[src/rtl/sgpu_fill_pkg.sv]
// Shared definitions for the SGPU framebuffer fill engine: register map, bit
// positions, FSM states and the byte-mask merge helper.
package sgpu_fill_pkg;

  localparam logic [4:0] REG_CTRL   = 5'h00;
  localparam logic [4:0] REG_STATUS = 5'h04;
  localparam logic [4:0] REG_DST    = 5'h08;
  localparam logic [4:0] REG_COUNT  = 5'h0C;
  localparam logic [4:0] REG_COLOR  = 5'h10;

  localparam int unsigned CTRL_START  = 0;
  localparam int unsigned CTRL_IRQ_EN = 1;
  localparam int unsigned CTRL_ABORT  = 2;

  localparam int unsigned STAT_BUSY = 0;
  localparam int unsigned STAT_DONE = 1;
  localparam int unsigned STAT_ERR  = 2;

  typedef enum logic [1:0] {
    FILL_IDLE  = 2'd0,
    FILL_RUN   = 2'd1,
    FILL_DRAIN = 2'd2
  } fill_state_e;

  function automatic logic [31:0] merge_bytes(input logic [31:0] old_val,
                                              input logic [31:0] new_val,
                                              input logic [3:0]  mask);
    logic [31:0] res;
    for (int i = 0; i < 4; i++) begin
      res[i*8 +: 8] = mask[i] ? new_val[i*8 +: 8] : old_val[i*8 +: 8];
    end
    return res;
  endfunction

endpackage

[src/rtl/sgpu_fill_regs.sv]
// Config ICB slave for the fill engine: register file, registered responses and
// the start/abort pulses, which fire in the cycle the CTRL write is accepted.
module sgpu_fill_regs
  import sgpu_fill_pkg::*;
#(
  parameter int ADDR_W = 32
) (
  input  logic              clk,
  input  logic              rst,
  input  logic              i_icb_cmd_vld,
  output logic              i_icb_cmd_rdy,
  input  logic              i_icb_cmd_read,
  input  logic [ADDR_W-1:0] i_icb_cmd_addr,
  input  logic [31:0]       i_icb_cmd_wdata,
  input  logic [3:0]        i_icb_cmd_wmask,
  output logic              i_icb_rsp_vld,
  input  logic              i_icb_rsp_rdy,
  output logic [31:0]       i_icb_rsp_rdata,
  output logic              i_icb_rsp_err,
  input  logic              busy,
  input  logic              set_done,
  input  logic              set_err,
  output logic              start,
  output logic              abort,
  output logic              irq,
  output logic [31:0]       dst,
  output logic [31:0]       count,
  output logic [31:0]       color
);

  logic        rsp_vld_q, rsp_err_q, irq_en_q, done_q, err_q;
  logic [31:0] rdata_q, dst_q, count_q, color_q;

  logic [4:0]  off;
  logic        acc, wr, rd;
  logic        hit_ctrl, hit_status, hit_dst, hit_count, hit_color, mapped, locked;
  logic [31:0] rdata_d;
  logic        rsp_err_d;
  logic        unused_addr;

  assign unused_addr = ^i_icb_cmd_addr[ADDR_W-1:5];

  always_comb begin
    off        = i_icb_cmd_addr[4:0];
    acc        = i_icb_cmd_vld & ~rsp_vld_q;
    wr         = acc & ~i_icb_cmd_read;
    rd         = acc & i_icb_cmd_read;
    hit_ctrl   = (off == REG_CTRL);
    hit_status = (off == REG_STATUS);
    hit_dst    = (off == REG_DST);
    hit_count  = (off == REG_COUNT);
    hit_color  = (off == REG_COLOR);
    mapped     = hit_ctrl | hit_status | hit_dst | hit_count | hit_color;
    // Transfer parameters are frozen while a fill is in flight.
    locked     = busy & (hit_dst | hit_count | hit_color);
    start      = wr & hit_ctrl & i_icb_cmd_wmask[0] & i_icb_cmd_wdata[CTRL_START];
    abort      = wr & hit_ctrl & i_icb_cmd_wmask[0] & i_icb_cmd_wdata[CTRL_ABORT];
    rsp_err_d  = ~mapped | (wr & locked);
    rdata_d    = '0;
    if (rd) begin
      case (off)
        REG_CTRL:   rdata_d[CTRL_IRQ_EN] = irq_en_q;
        REG_STATUS: begin
          rdata_d[STAT_BUSY] = busy;
          rdata_d[STAT_DONE] = done_q;
          rdata_d[STAT_ERR]  = err_q;
        end
        REG_DST:    rdata_d = dst_q;
        REG_COUNT:  rdata_d = count_q;
        REG_COLOR:  rdata_d = color_q;
        default:    rdata_d = '0;
      endcase
    end
  end

  always_ff @(posedge clk or posedge rst) begin
    if (rst) begin
      rsp_vld_q <= 1'b0;
      rsp_err_q <= 1'b0;
      rdata_q   <= '0;
      irq_en_q  <= 1'b0;
      done_q    <= 1'b0;
      err_q     <= 1'b0;
      dst_q     <= '0;
      count_q   <= '0;
      color_q   <= '0;
    end else begin
      if (acc) begin
        rsp_vld_q <= 1'b1;
        rdata_q   <= rdata_d;
        rsp_err_q <= rsp_err_d;
      end else if (i_icb_rsp_rdy) begin
        rsp_vld_q <= 1'b0;
      end
      if (wr && hit_ctrl && i_icb_cmd_wmask[0]) begin
        irq_en_q <= i_icb_cmd_wdata[CTRL_IRQ_EN];
      end
      // Hardware set wins over a simultaneous software clear.
      if (set_done) begin
        done_q <= 1'b1;
      end else if (wr && hit_status && i_icb_cmd_wmask[0] && i_icb_cmd_wdata[STAT_DONE]) begin
        done_q <= 1'b0;
      end
      if (set_err) begin
        err_q <= 1'b1;
      end else if (wr && hit_status && i_icb_cmd_wmask[0] && i_icb_cmd_wdata[STAT_ERR]) begin
        err_q <= 1'b0;
      end
      if (wr && !busy) begin
        if (hit_dst) begin
          dst_q <= merge_bytes(dst_q, i_icb_cmd_wdata, i_icb_cmd_wmask) & 32'hFFFF_FFF8;
        end
        if (hit_count) count_q <= merge_bytes(count_q, i_icb_cmd_wdata, i_icb_cmd_wmask);
        if (hit_color) color_q <= merge_bytes(color_q, i_icb_cmd_wdata, i_icb_cmd_wmask);
      end
    end
  end

  assign i_icb_cmd_rdy   = ~rsp_vld_q;
  assign i_icb_rsp_vld   = rsp_vld_q;
  assign i_icb_rsp_rdata = rdata_q;
  assign i_icb_rsp_err   = rsp_err_q;
  assign irq             = done_q & irq_en_q;
  assign dst             = dst_q;
  assign count           = count_q;
  assign color           = color_q;

endmodule

[src/rtl/sgpu_fill.sv]
// SGPU framebuffer fill engine: streams {COLOR,COLOR} 64-bit writes over a block of
// memory through an ICB master, with a bounded number of outstanding writes.
module sgpu_fill
  import sgpu_fill_pkg::*;
#(
  parameter int ADDR_W   = 32,
  parameter int MAX_OUTS = 4
) (
  input  logic              clk,
  input  logic              rst,
  input  logic              i_icb_cmd_vld,
  output logic              i_icb_cmd_rdy,
  input  logic              i_icb_cmd_read,
  input  logic [ADDR_W-1:0] i_icb_cmd_addr,
  input  logic [31:0]       i_icb_cmd_wdata,
  input  logic [3:0]        i_icb_cmd_wmask,
  output logic              i_icb_rsp_vld,
  input  logic              i_icb_rsp_rdy,
  output logic [31:0]       i_icb_rsp_rdata,
  output logic              i_icb_rsp_err,
  output logic              o_icb_cmd_vld,
  input  logic              o_icb_cmd_rdy,
  output logic              o_icb_cmd_read,
  output logic [ADDR_W-1:0] o_icb_cmd_addr,
  output logic [63:0]       o_icb_cmd_wdata,
  output logic [7:0]        o_icb_cmd_wmask,
  input  logic              o_icb_rsp_vld,
  output logic              o_icb_rsp_rdy,
  input  logic              o_icb_rsp_err,
  output logic              irq
);

  localparam int OutsW = $clog2(MAX_OUTS + 1);
  localparam logic [OutsW-1:0] OutsMax = OutsW'(MAX_OUTS);

  logic        start, abort, busy, set_done, set_err;
  logic [31:0] dst, count, color;

  fill_state_e       state_q;
  logic [ADDR_W-1:0] addr_q;
  logic [31:0]       rem_q, color_q;
  logic              vld_q;
  logic [OutsW-1:0]  outs_q;

  logic [OutsW-1:0]  outs_d;
  logic [31:0]       rem_d;
  logic              cmd_acc, rsp_acc, issue, drain_done, zero_start;

  sgpu_fill_regs #(
    .ADDR_W (ADDR_W)
  ) u_regs (
    .clk             (clk),
    .rst             (rst),
    .i_icb_cmd_vld   (i_icb_cmd_vld),
    .i_icb_cmd_rdy   (i_icb_cmd_rdy),
    .i_icb_cmd_read  (i_icb_cmd_read),
    .i_icb_cmd_addr  (i_icb_cmd_addr),
    .i_icb_cmd_wdata (i_icb_cmd_wdata),
    .i_icb_cmd_wmask (i_icb_cmd_wmask),
    .i_icb_rsp_vld   (i_icb_rsp_vld),
    .i_icb_rsp_rdy   (i_icb_rsp_rdy),
    .i_icb_rsp_rdata (i_icb_rsp_rdata),
    .i_icb_rsp_err   (i_icb_rsp_err),
    .busy            (busy),
    .set_done        (set_done),
    .set_err         (set_err),
    .start           (start),
    .abort           (abort),
    .irq             (irq),
    .dst             (dst),
    .count           (count),
    .color           (color)
  );

  always_comb begin
    cmd_acc    = vld_q & o_icb_cmd_rdy;
    // Responses with nothing outstanding (e.g. left over from before a reset) are dropped.
    rsp_acc    = o_icb_rsp_vld & (outs_q != '0);
    outs_d     = outs_q + OutsW'(cmd_acc) - OutsW'(rsp_acc);
    rem_d      = rem_q - 32'(cmd_acc);
    issue      = (rem_d != '0) && (outs_d < OutsMax) && !abort;
    drain_done = (state_q == FILL_DRAIN) && (outs_d == '0);
    zero_start = (state_q == FILL_IDLE) && start && (count == '0);
    set_done   = drain_done | zero_start;
    set_err    = rsp_acc & o_icb_rsp_err;
  end

  always_ff @(posedge clk or posedge rst) begin
    if (rst) begin
      state_q <= FILL_IDLE;
      addr_q  <= '0;
      rem_q   <= '0;
      color_q <= '0;
      vld_q   <= 1'b0;
      outs_q  <= '0;
    end else begin
      outs_q <= outs_d;
      case (state_q)
        FILL_IDLE: begin
          if (start && count != '0) begin
            addr_q  <= ADDR_W'(dst);
            rem_q   <= count;
            color_q <= color;
            vld_q   <= 1'b1;
            state_q <= FILL_RUN;
          end
        end
        FILL_RUN: begin
          if (cmd_acc) addr_q <= addr_q + ADDR_W'(8);
          rem_q <= rem_d;
          vld_q <= issue;
          if (abort || rem_d == '0) state_q <= FILL_DRAIN;
        end
        FILL_DRAIN: begin
          vld_q <= 1'b0;
          if (outs_d == '0) state_q <= FILL_IDLE;
        end
        default: begin
          vld_q   <= 1'b0;
          state_q <= FILL_IDLE;
        end
      endcase
    end
  end

  assign busy            = (state_q != FILL_IDLE);
  assign o_icb_cmd_vld   = vld_q;
  assign o_icb_cmd_read  = 1'b0;
  assign o_icb_cmd_addr  = addr_q;
  assign o_icb_cmd_wdata = {color_q, color_q};
  assign o_icb_cmd_wmask = {8{vld_q}};
  assign o_icb_rsp_rdy   = 1'b1;

endmodule
[config.mk]
export PLATFORM = sky130hd
export DESIGN_NAME = sgpu_fill
export DESIGN_NICKNAME = d
export VERILOG_FILES = /design/src/rtl/sgpu_fill_pkg.sv /design/src/rtl/sgpu_fill_regs.sv /design/src/rtl/sgpu_fill.sv
export SDC_FILE = /design/constraint.sdc
export NUM_CORES = 1
export LEC_CHECK = 0
export BUFFER_PORTS_ARGS = -buffer_cell sky130_fd_sc_hd__buf_4
export CORE_MARGIN = 4
export CORE_UTILIZATION = 40
export CTS_BUF_LIST = sky130_fd_sc_hd__clkbuf_2 sky130_fd_sc_hd__clkbuf_4 sky130_fd_sc_hd__clkbuf_8
export CTS_CLUSTER_DIAMETER = 40
export CTS_CLUSTER_SIZE = 30
export DETAILED_ROUTE_END_ITERATION = 10
export GPL_TIMING_DRIVEN = 0
export PLACE_DENSITY = 0.71
export SYNTH_ARGS = -nofsm -noshare
export SYNTH_HDL_FRONTEND = slang
export SYNTH_SLANG_ARGS = --single-unit
[constraint.sdc]
create_clock -name clk -period 8.34 [get_ports clk]
set_clock_uncertainty 0.15 [all_clocks]
set_input_delay 0.834 -clock clk [delete_from_list [all_inputs] [get_ports clk]]
set_output_delay 0.834 -clock clk [all_outputs]
set_load 0.1 [all_outputs]
==> impl_metrics.json <==
{
  "post_drt_via_cell_ratio": 5.84,
  "worstSetupStartpointType": "flop",
  "worstReg2RegEnd": "state_q[0]$_DFFE_PP0P_",
  "critPathKind": "reg2reg",
  "numCtsBuffers": 30,
  "vias": 9930,
  "outcome": "finished, final reports clean",
  "fillerInstances": 2574,
  "finalSetupViolations": 0,
  "ant_nets": 0,
  "clk_pin_slew_ns": 0.08,
  "initial_core_util_pct": 40.6,
  "nets": 1381,
  "num_rows": 61,
  "critical_path_required_ns": 8.63,
  "arrival_ns": 4.58,
  "power_density_nw_per_um2": 327,
  "cts_setup_buffers": 0,
  "finalCriticalPeriod_ns": 4.29,
  "grt_max_degree": 79,
  "tightest_slew_ns": 1.07,
  "design_area_um2": 13900,
  "synth_area_leader_cell": "dfrtp_1",
  "ir_worst_vdd_mv": 0.171,
  "clock-sinks": 229,
  "synth_commonest_cells": "229 x dfrtp_1, 127 x mux2_2, 115 x nand2_1, 96 x o21ai_0, 65 x nor2_1",
  "grt_overflow": 0,
  "fp.dieArea_um2": 30900,
  "root_buffer": "clkbuf_8",
  "drv_cap": 0,
  "r2r_start": "o_icb_cmd_vld$_DFFE_PP0P_",
  "portBuffers": 184,
  "max_slew_margin_pct": 28.1,
  "syn_avg_cell_area_um2": 10.5,
  "cts_tree": "yes",
  "cts_max_level": 1,
  "synth.top_cell.area_share_pct": 50.8,
  "reg2reg_depth": 12,
  "netlist-cell-type-count": 66,
  "dpl_cell_area_um2": 13200,
  "gp_congestion": 0.952,
  "synth_area_leaders": "dfrtp_1 51%, mux2_2 13%, o21ai_0 4.3%, nand2_1 3.8%, buf_4 3.0%",
  "hold_violations": 0,
  "grt_usage_pct": 23.9,
  "netlist_instances": 1077,
  "dpl.hpwl_um": 28300,
  "ys_warn_count": 0,
  "drc": 0,
  "finalCritPeriodShare_pct": 51.5,
  "tns_ns": 0,
  "synth_seq_cells": 229,
  "grt_pass1_wl_um": 57900,
  "syn2layout_area_growth_pct": 23.2,
  "rsz0062_at_grt": "false",
  "core_um2": 27800,
  "p_leak_uw": 0.00663,
  "die_h_um": 176,
  "pin_count": 219,
  "drv_slew": 0,
  "synth_edf_count": 0,
  "ys_seq_area_share_pct": 50.8,
  "grt_pass1_vias": 9646,
  "startpoint": "o_icb_cmd_vld$_DFFE_PP0P_",
  "cts-hold-fix-buffers": 0,
  "drive_gt1_share_pct": 32.5,
  "fin_total_pwr_uw": 4550,
  "max_freq_ghz": 0.233,
  "reg2reg_slack_ns": 4.05,
  "antennaDiodeCount": 0,
  "netlist_area_um2": 11300,
  "clk_latency_ns": 0.61,
  "critPathMaxFanout": 11,
  "synth-main-ff-cell": "dfrtp_1",
  "fp.dieW_um": 176,
  "cts_buffer_depth": 3,
  "wirelength_um": 37700,
  "wl_per_cell_um": 22.2,
  "post-synth-top-count-cell": "dfrtp_1",
  "hold_class": "in2async",
  "post_cts_resized": 0,
  "async_flop_share_pct": 100,
  "grt_antenna_before_repair": 0,
  "drt_iter0_drc": 1076,
  "end_kind": "flop",
  "first_pass_iters": 8
}
-- worst max path at each step --
stage | slack, ns | cells after the start | end
5_1_grt | 3.74 | 12 | state_q[0]$_DFFE_PP0P_
6_report | 4.05 | 12 | state_q[0]$_DFFE_PP0P_
3_3_place_gp | -1.42 | 2 | rem_q[19]$_DFFE_PP0P_
2_1_floorplan | 1.08 | 1 | color_q[0]$_DFFE_PP0P_
4_1_cts | 4.13 | 12 | state_q[0]$_DFFE_PP0P_
3_5_place_dp | 3.90 | 13 | state_q[0]$_DFFE_PP0P_
-- worst max-delay path, cell delays in order (launching register included) --
cell,delay (ns)
dfrtp_1,0.58
nand2_1,0.31
inv_1,0.22
ha_1,0.20
ha_1,0.14
buf_2,0.20
or4b_4,0.51
nand4bb_4,0.30
nor2_1,0.53
xnor2_1,0.20
nand4_1,0.12
o41ai_2,0.54
o21ai_0,0.14
-- through the flow --
stage | worst slack (ns) | hold slack, ns | util, % | cells
after floorplan | 1.08 | 0.309 | - | 1080
after global placement | -1.42 | 0.320 | 47.3 | 1642
after detailed placement | 3.90 | 0.326 | 47.6 | 1645
after CTS | 4.13 | 0.143 | 50.0 | 1700
after global routing | 3.74 | 0.149 | 50.0 | 1700
final | 4.05 | 0.116 | 50.0 | 1700
-- metal layers --
layer | global-route usage (%) | vias up | wire [um]
met5 | 0 | - | 0
met4 | 7.76 | 0 | 1210
met3 | 6.07 | 81 | 3810
met2 | 37.9 | 515 | 17500
met1 | 32.4 | 4954 | 15100
li1 | - | 4380 | -
-- registers in the layout, indices dropped and copies added, names as in the netlist, 2 cells and up --
| signal | count |
|---|---|
| color_q | 32 |
| u_regs.dst | 29 |
| u_regs.color | 32 |
| o_icb_cmd_addr | 29 |
| u_regs.count | 32 |
| outs_q | 3 |
| rem_q | 32 |
| u_regs.i_icb_rsp_rdata | 32 |
| state_q | 2 |
-- where the power goes --
group / internal [uW] / leakage [uW] / switching (uW) / total, uW
combinational: 543 / 0.00317 / 1590 / 2130
clock: 451 / 0.000351 / 501 / 952
sequential: 1260 / 0.00311 / 201 / 1460
total: 2260 / 0.00663 / 2290 / 4550
-- layout make-up --
class | instances | area (um2) | share of cell area (%)
buffer | 105 | 569 | 4.10
clock buffer | 32 | 434 | 3.12
clock inverter | 23 | 250 | 1.80
inverter | 18 | 75.1 | 0.540
multi-input combinational | 728 | 4920 | 35.4
sequential | 229 | 5730 | 41.2
tap | 378 | 473 | 3.40
timing repair buffer | 187 | 1440 | 10.4
-- cells in the final DEF (no fill, tap or decap), drive strengths merged, types with 24 or more instances in the layout --
cell type | synthesis | final
o21ai | 97 | 97
a21oi | 55 | 55
nor4 | 24 | 24
buf | 51 | 238
nand3 | 29 | 29
nand2 | 115 | 115
clkbuf | 54 | 86
a222oi | 29 | 29
mux2 | 127 | 127
inv | 18 | 31
nor2 | 65 | 65
dfrtp | 229 | 229
-- cell families (layout without fill, tap and decap cells) --
kind of cell | Yosys count | after routing | synth area share (%)
AOI/OAI and AO/OA | 254 | 254 | 14.7
xor gates and xnor gates | 12 | 12 | 0.932
adders and majority gates | 6 | 6 | 0.732
buffers and inverters | 123 | 365 | 5.65
DFF | 229 | 229 | 50.8
muxes | 130 | 130 | 12.9
other | 2 | 5 | 0.0666
and+or+nand+nor | 321 | 321 | 14.2
(Power assumes the default switching activity.)
